`config.mk`:
```
export PLATFORM = sky130hd
export DESIGN_NAME = ex_operand_stage
export DESIGN_NICKNAME = d
export VERILOG_FILES = /design/src/rtl/ex_operand_stage.sv
export SDC_FILE = /design/constraint.sdc
export NUM_CORES = 1
export LEC_CHECK = 0
export ABC_AREA = 0
export ABC_CLOCK_PERIOD_IN_PS = 6800
export CAP_MARGIN = 20
export CORE_ASPECT_RATIO = 1.2
export CORE_UTILIZATION = 48
export DETAILED_ROUTE_END_ITERATION = 6
export HOLD_SLACK_MARGIN = 0.12
export PLACE_DENSITY_LB_ADDON = 0.3
export RECOVER_POWER = 50
export SLEW_MARGIN = 20
export SYNTH_ARGS = -nofsm -noshare
export SYNTH_HDL_FRONTEND = slang
export SYNTH_SLANG_ARGS = --single-unit
export TNS_END_PERCENT = 1
```
`constraint.sdc`:
```
create_clock -name clk -period 6.8 [get_ports clk]
set_clock_uncertainty 0.1 [all_clocks]
set_input_delay 1.36 -clock clk [delete_from_list [all_inputs] [get_ports clk]]
set_output_delay 1.36 -clock clk [all_outputs]
set_load 0.02 [all_outputs]
```
`src/rtl/ex_operand_stage.sv`:
```
// ID/EX pipeline register with operand forwarding and load-use bubble logic.
// Ports: ID bundle in, EX/MEM and MEM/WB bypass in, ALU operands and EX controls out.

package ex_operand_pkg;

  typedef struct packed {
    logic        valid;
    logic [4:0]  rs;
    logic [4:0]  rt;
    logic [4:0]  wa;
    logic [31:0] rs_val;
    logic [31:0] rt_val;
    logic [31:0] imm;
    logic [4:0]  shamt;
    logic [4:0]  aluop;
    logic        src_b_imm;
    logic        src_a_shamt;
    logic        regwrite;
    logic        memread;
  } id_ex_t;

endpackage

module ex_operand_stage
  import ex_operand_pkg::*;
#(
  parameter int STALL_CNT_W = 16
) (
  input  logic                   clk,
  input  logic                   rst_n,
  input  logic                   id_valid,
  input  logic [4:0]             id_rs,
  input  logic [4:0]             id_rt,
  input  logic                   id_use_rs,
  input  logic                   id_use_rt,
  input  logic [4:0]             id_wa,
  input  logic [31:0]            id_rs_val,
  input  logic [31:0]            id_rt_val,
  input  logic [31:0]            id_imm,
  input  logic [4:0]             id_shamt,
  input  logic [4:0]             id_aluop,
  input  logic                   id_src_b_imm,
  input  logic                   id_src_a_shamt,
  input  logic                   id_regwrite,
  input  logic                   id_memread,
  input  logic                   hold_in,
  input  logic                   flush_in,
  input  logic                   exm_regwrite,
  input  logic [4:0]             exm_wa,
  input  logic [31:0]            exm_data,
  input  logic                   wb_regwrite,
  input  logic [4:0]             wb_wa,
  input  logic [31:0]            wb_data,
  output logic                   ex_valid,
  output logic [31:0]            alu_a,
  output logic [31:0]            alu_b,
  output logic [4:0]             alu_op,
  output logic [31:0]            ex_store_data,
  output logic [4:0]             ex_wa,
  output logic                   ex_regwrite,
  output logic                   ex_memread,
  output logic                   lu_stall,
  output logic [STALL_CNT_W-1:0] bubble_cnt
);

  id_ex_t                 ex_q;
  id_ex_t                 ex_d;
  id_ex_t                 id_pkt;
  logic [STALL_CNT_W-1:0] cnt_q;
  logic [STALL_CNT_W-1:0] cnt_d;

  logic wb_hit_rs_id;
  logic wb_hit_rt_id;
  logic do_flush;
  logic do_hold;
  logic do_stall;
  logic do_load;

  logic exm_hit_rs;
  logic exm_hit_rt;
  logic wb_hit_rs;
  logic wb_hit_rt;
  logic [31:0] fwd_rs;
  logic [31:0] fwd_rt;

  // A write-back in flight this cycle has not reached the register
  // file read ID saw, so it is folded in as the value is captured.
  assign wb_hit_rs_id = wb_regwrite && (wb_wa != 5'd0)
                        && (wb_wa == id_rs);
  assign wb_hit_rt_id = wb_regwrite && (wb_wa != 5'd0)
                        && (wb_wa == id_rt);

  always_comb begin
    id_pkt             = '0;
    id_pkt.valid       = id_valid;
    id_pkt.rs          = id_rs;
    id_pkt.rt          = id_rt;
    id_pkt.wa          = id_wa;
    id_pkt.rs_val      = wb_hit_rs_id ? wb_data : id_rs_val;
    id_pkt.rt_val      = wb_hit_rt_id ? wb_data : id_rt_val;
    id_pkt.imm         = id_imm;
    id_pkt.shamt       = id_shamt;
    id_pkt.aluop       = id_aluop;
    id_pkt.src_b_imm   = id_src_b_imm;
    id_pkt.src_a_shamt = id_src_a_shamt;
    id_pkt.regwrite    = id_regwrite;
    id_pkt.memread     = id_memread;
  end

  // Consumer in ID needs a load that is still in EX: data is not
  // available until MEM/WB, so one bubble is enough.
  assign lu_stall = id_valid && ex_q.valid && ex_q.memread
                    && (ex_q.wa != 5'd0)
                    && ((id_use_rs && (id_rs == ex_q.wa))
                     || (id_use_rt && (id_rt == ex_q.wa)));

  // Priority flattened into one-hot selects.
  assign do_flush = flush_in;
  assign do_hold  = !flush_in && hold_in;
  assign do_stall = !flush_in && !hold_in && lu_stall;
  assign do_load  = !flush_in && !hold_in && !lu_stall;

  always_comb begin
    ex_d  = ex_q;
    cnt_d = cnt_q;
    unique case (1'b1)
      do_flush: ex_d = '0;
      do_hold:  ex_d = ex_q;
      do_stall: begin
        ex_d = '0;
        if (!(&cnt_q)) cnt_d = cnt_q + 1'b1;
      end
      do_load:  ex_d = id_pkt;
      default:  ex_d = ex_q;
    endcase
  end

  always_ff @(posedge clk or negedge rst_n) begin
    if (!rst_n) begin
      ex_q  <= '0;
      cnt_q <= '0;
    end else begin
      ex_q  <= ex_d;
      cnt_q <= cnt_d;
    end
  end

  assign exm_hit_rs = exm_regwrite && (exm_wa != 5'd0)
                      && (exm_wa == ex_q.rs);
  assign exm_hit_rt = exm_regwrite && (exm_wa != 5'd0)
                      && (exm_wa == ex_q.rt);
  assign wb_hit_rs  = wb_regwrite && (wb_wa != 5'd0)
                      && (wb_wa == ex_q.rs);
  assign wb_hit_rt  = wb_regwrite && (wb_wa != 5'd0)
                      && (wb_wa == ex_q.rt);

  // Youngest producer wins.
  always_comb begin
    fwd_rs = ex_q.rs_val;
    if (exm_hit_rs)     fwd_rs = exm_data;
    else if (wb_hit_rs) fwd_rs = wb_data;
  end

  always_comb begin
    fwd_rt = ex_q.rt_val;
    if (exm_hit_rt)     fwd_rt = exm_data;
    else if (wb_hit_rt) fwd_rt = wb_data;
  end

  assign alu_a = ex_q.src_a_shamt ? {27'b0, ex_q.shamt} : fwd_rs;
  assign alu_b = ex_q.src_b_imm ? ex_q.imm : fwd_rt;

  assign ex_store_data = fwd_rt;
  assign ex_valid      = ex_q.valid;
  assign alu_op        = ex_q.aluop;
  assign ex_wa         = ex_q.wa;
  assign ex_regwrite   = ex_q.valid && ex_q.regwrite;
  assign ex_memread    = ex_q.valid && ex_q.memread;
  assign bubble_cnt    = cnt_q;

endmodule
```
# After elaboration in Yosys (flattened, before gate mapping)
# Cells that the tools add are included.
# Widths: inputs -> output; s select.
[totals]
rom_bits = 0
input_bits = 208
regBits = 142
ramBits = 0
n_memories = 0
latchBits = 0
elab_cells = 63
[classes]
eq_ne = 8
magnitude_cmp = 0
mul = 0
div_mod_pow = 0
n_addsub = 1
n_bitwise = 1
muxes = 9
shift = 0
reduce_logical = 30
[op_table]
columns = ["cell", "count"]
rows = [
  ["$mux 32", 8],
  ["$pmux 126 s2", 1],
  ["$eq 5x5->1", 8],
  ["$logic_and 1x1->1", 19],
  ["$add 16x1->16 const B", 1],
  ["$reduce_and 16->1", 1],
  ["$reduce_bool 5->1", 3],
  ["$logic_not 1->1", 3],
  ["$reduce_and 2->1", 1],
  ["$reduce_bool 2->1", 1],
  ["$reduce_or 2->1", 1],
  ["$logic_or 1x1->1", 1],
  ["$not 1->1", 1],
]

# Depth between registers and ports, before layout
[logic_depth]
depth_word = 7
ltp_mapped = 9
ltp_nobuf = 6

# Worst setup path after synthesis
# OpenSTA, ideal clock, no wires.
[synth_path]
kind = "input to output"
startpoint = "input port wb_wa[2]"
endpoint = "output port alu_b[11]"
arrival_time_ns = 3.378
slack_ns = 1.962
stages = 8
cell_sequence = "buf_2 -> or4_1 -> o21a_2 -> nand3_1 -> buf_2 -> nand2_1 -> a31oi_1 -> mux2_2"
[synth_between]
elab_chain_len = 6
elab_cells_between_ends = 7
[synth_lines]
columns = ["item", "line", "source"]
rows = [
  ["start, declared", "52", "input logic [4:0] wb_wa,"],
  ["$reduce_bool 5->1", "154", "assign wb_hit_rt = wb_regwrite && (wb_wa != 5'd0)"],
  ["$logic_and 1x1->1", "154", ""],
  ["$logic_and 1x1->1 (*)", "155", "&& (wb_wa == ex_q.rt);"],
  ["$mux 32 (*)", "167", "else if (wb_hit_rt) fwd_rt = wb_data;"],
  ["$mux 32 (*)", "166", "if (exm_hit_rt) fwd_rt = exm_data;"],
  ["named net ex_store_data[11]", "58", "output logic [31:0] ex_store_data,"],
  ["$mux 32 (*)", "171", "assign alu_b = ex_q.src_b_imm ? ex_q.imm : fwd_rt;"],
  ["end, declared", "56", "output logic [31:0] alu_b,"],
]
# Mark *: on every way through the listed nets, which the timed path passes. The rest lies on a longest branch.

# Final worst setup path
[layout_path]
startpoint = "input port wb_wa[2]"
endpoint = "output port alu_b[16]"
[layout_between]
elab_chain_len = 6
elab_cells_between_ends = 7
[layout_lines]
columns = ["item", "line"]
rows = [
  ["$reduce_bool 5->1", "154"],
  ["$logic_and 1x1->1", "154"],
  ["$logic_and 1x1->1 (*)", "155"],
  ["$mux 32 (*)", "167"],
  ["$mux 32 (*)", "166"],
  ["$mux 32 (*)", "171"],
]
# Every way passes the cells marked *; elsewhere a longest branch is shown, timed or not.

==> load_flow_metrics.sql <==
INSERT INTO impl_metrics (metric_group, metric, value, unit) VALUES
('clock_tree', 'cts_tree', 'yes', ''),
('timing', 'finalMaxSlewViolations', '143', ''),
('critical_path', 'r2r_slack', '2.03', 'ns'),
('floorplan', 'fp.coreArea', '16980', 'um^2'),
('floorplan', 'die-width', '122.9', 'um'),
('critical_path', 'cp.required', '5.34', 'ns'),
('route', 'ratio_of_routed_vias_to_standard_cells', '5.723', ''),
('floorplan', 'die_extent_in_y', '147.1', 'um'),
('status', 'outcome', 'finished, violations left', ''),
('timing', 'slew_hr', '-182.6', '%'),
('critical_path', 'worstSetupPathType', 'primary input to output port', ''),
('clock_tree', 'clock_insertion_delay_worst_skew', '0.42', 'ns'),
('timing', 'report.final.hold_viol_count', '0', ''),
('critical_path', 'critical_path.reg2reg.endpoint', 'ex_q[23]$_DFFE_PN0P_', ''),
('clock_tree', 'tritoncts_num_sinks', '142', ''),
('timing', 'post-route-min-period', '6.065', 'ns'),
('floorplan', 'rows', '52', ''),
('clock_tree', 'htreeDepth', '4', ''),
('floorplan', 'io_pins', '334', ''),
('logic_synthesis', 'postSynthCellCount', '868', ''),
('pwr', 'p_leak', '5.317', 'nW'),
('clock_tree', 'cts.repair.resized', '0', ''),
('clock_tree', 'cts.root.buffer_cell', 'clkbuf_16', ''),
('logic_synthesis', 'synth_xor_xnor_area_share', '5.724', '%'),
('clock_tree', 'postCtsSetupRepairBufs', '0', ''),
('logic_synthesis', 'yosysTopAreaCell', 'dfrtp_1', ''),
('finish', 'drive_gt1_share', '9.700', '%'),
('route', 'remaining_drc_errors', '0', ''),
('timing', 'timing.final.crit_share', '89.18', '%'),
('clock_tree', 'worst_setup_hold_path_clk_slew', '0.06', 'ns'),
('logic_synthesis', 'synth_edf_count', '0', ''),
('timing', 'grt_setup_unrepaired', 'no', ''),
('logic_synthesis', 'synth_seq_area_share', '42.22', '%'),
('clock_tree', 'ctsHoldBuffers', '0', ''),
('global_routing', 'grt_overflow', '0', ''),
('route', 'detailroute.via_count', '7909', ''),
('logic_synthesis', 'synth.distinct_cells', '39', ''),
('logic_synthesis', 'post-synth-top-count-cell', 'dfrtp_1', ''),
('critical_path', 'crit_path_start_kind', 'primary input', ''),
('logic_synthesis', 'synthesis.yosys.warnings', '0', ''),
('logic_synthesis', 'yosys-mux-area-fraction', '16.50', '%'),
('route', 'detailed_route_iter0_violations', '578', ''),
('logic_synthesis', 'synth_compound_gate_area_share', '16.59', '%'),
('logic_synthesis', 'synth_top_area_share', '42.22', '%'),
('global_routing', 'total_global_route_track_usage', '32.65', '%'),
('route', 'wl_per_cell', '20.70', 'um'),
('place', 'number_of_input_and_output_port_buffers_inserted', '333', ''),
('logic_synthesis', 'synth_fa_ha_area_share', '0.1487', '%'),
('route', 'drt-pass1-iter-count', '5', ''),
('clock_tree', 'clk_path_buf_depth', '2', ''),
('route', 'antenna_violating_nets_post_route', '0', ''),
('hold_path', 'worst_hold_path_type', 'flop to flop', ''),
('logic_synthesis', 'async_reset_ff_share', '100.0', '%'),
('critical_path', 'worstRegToRegCells', '5', ''),
('pwr', 'power_density', '200.3', 'nW/um^2'),
('pwr', 'vdd_ir_max', '160.4', 'uV'),
('global_routing', 'grt_first_pass_wirelength', '44530', 'um'),
('run', 'cap_viol_max_count', '3', ''),
('floorplan', 'die_area', '18070', 'um^2'),
('global_routing', 'initial_antenna_violation_count', '1', ''),
('status', 'violations', 'capacitance limit, slew limit', ''),
('logic_synthesis', 'post_synth.cell_area_avg', '9.695', 'um^2'),
('logic_synthesis', 'yosys.area_share.simple', '13.22', '%'),
('critical_path', 'critPathArrivalTime', '4.60', 'ns'),
('critical_path', 'crit_path_start', 'wb_wa[2]', ''),
('logic_synthesis', 'synth_commonest_cells', 'dfrtp_1, nand2_1, mux2i_1, o21ai_0, nor2_1', ''),
('global_routing', 'maximum_number_of_pins_on_one_net_before_global_route_repair', '78', ''),
('finish', 'finalNetCount', '1361', ''),
('place', 'dp_hpwl', '19950', 'um'),
('timing', 'setup_total_negative_slack', '0', 'ns'),
('floorplan', 'initial_core_utilization', '49.56', '%');
-- worst max-delay path, stage by stage --
cell             delay [ns]
clkdlybuf4s50_1        0.54
xor2_1                 0.23
nor3_1                 0.32
and3_2                 0.76
buf_4                  0.26
nand2_1                0.06
a31oi_1                0.27
mux2_2                 0.20
clkdlybuf4s50_1        0.59
-- through the flow --
step                      cell area, um^2  hold slack [ns]  worst slack (ns)  instances  power (mW)
after CTS                           12380           0.3798            0.7437       1381       2.487
after global placement              11740           0.3578            0.8039       1349       1.469
after global routing                12360           0.4100            0.5326       1382       2.563
after detailed placement            11740           0.3657            0.7449       1349       1.477
after floorplan                      8416           0.3444             1.962        868       1.171
final                               12360           0.3769            0.7354       1382       2.476
-- per-layer routing --
metal	up-vias	GRT usage, %	share of wire (%)
met1	3815	39.48	38
met2	345	52.64	49
met4	0	18.66	4.7
met3	87	7.880	7.6
met5	-	0	0
li1	3662	-	-
-- worst min path at each step --
stage / start / end / slack [ns] / cells past startpoint
2_1_floorplan: ex_q[78]$_DFFE_PN0P_ / ex_q[78]$_DFFE_PN0P_ / 0.34 / 2
3_3_place_gp: ex_q[82]$_DFFE_PN0P_ / ex_q[82]$_DFFE_PN0P_ / 0.36 / 2
3_5_place_dp: ex_q[80]$_DFFE_PN0P_ / ex_q[80]$_DFFE_PN0P_ / 0.37 / 2
4_1_cts: ex_q[80]$_DFFE_PN0P_ / ex_q[80]$_DFFE_PN0P_ / 0.38 / 2
5_1_grt: ex_q[85]$_DFFE_PN0P_ / ex_q[85]$_DFFE_PN0P_ / 0.41 / 2
6_report: ex_q[80]$_DFFE_PN0P_ / ex_q[80]$_DFFE_PN0P_ / 0.38 / 2
-- cells by family after synthesis --
group / count (synthesis)
compound gates: 196
fa+ha+maj: 1
buf+inv: 84
simple gates: 256
mux: 134
flops: 142
xor+xnor: 55
-- placed cells by master, fill, tap and decap left out, drive strengths merged, types with 4 or more instances in the layout --
| cell type | synthesis | routed |
|---|---|---|
| a211oi | 27 | 27 |
| a22o | 62 | 62 |
| a31oi | 32 | 32 |
| buf | 46 | 12 |
| bufinv | 0 | 4 |
| clkbuf | 35 | 21 |
| clkdlybuf4s50 | 0 | 302 |
| clkinvlp | 0 | 5 |
| dfrtp | 142 | 142 |
| dlygate4sd3 | 0 | 30 |
| inv | 3 | 5 |
| mux2 | 38 | 38 |
| mux2i | 96 | 96 |
| nand2 | 142 | 142 |
| nand3 | 9 | 9 |
| nand4 | 9 | 9 |
| nor2 | 63 | 63 |
| nor3 | 13 | 13 |
| nor4 | 6 | 6 |
| o21ai | 70 | 70 |
| or4 | 4 | 4 |
| xnor2 | 25 | 25 |
| xor2 | 30 | 30 |
-- area by class of cell --
type                            count  area [um^2]
Fill cell                        1271         4619
Clock inverter                     13        185.2
Sequential cell                   142         3553
Multi-Input combinational cell    642         4441
Tap cell                          216        270.3
Antenna cell                        1        2.502
Inverter                            3        11.26
Clock buffer                       19        452.9
Timing Repair Buffer              346         3446
-- state kept, by name, indices dropped and copies added, names as in the netlist --
register    flops
ex_q          115
bubble_cnt     16
alu_op          5
ex_wa           5
ex_valid        1
-- where the power goes --
group          switching (mW)  internal [mW]
clock network           0.379          0.634
registers              0.0307          0.888
logic                   0.261          0.284
Note: power is estimated with default switching activity, not from simulation.
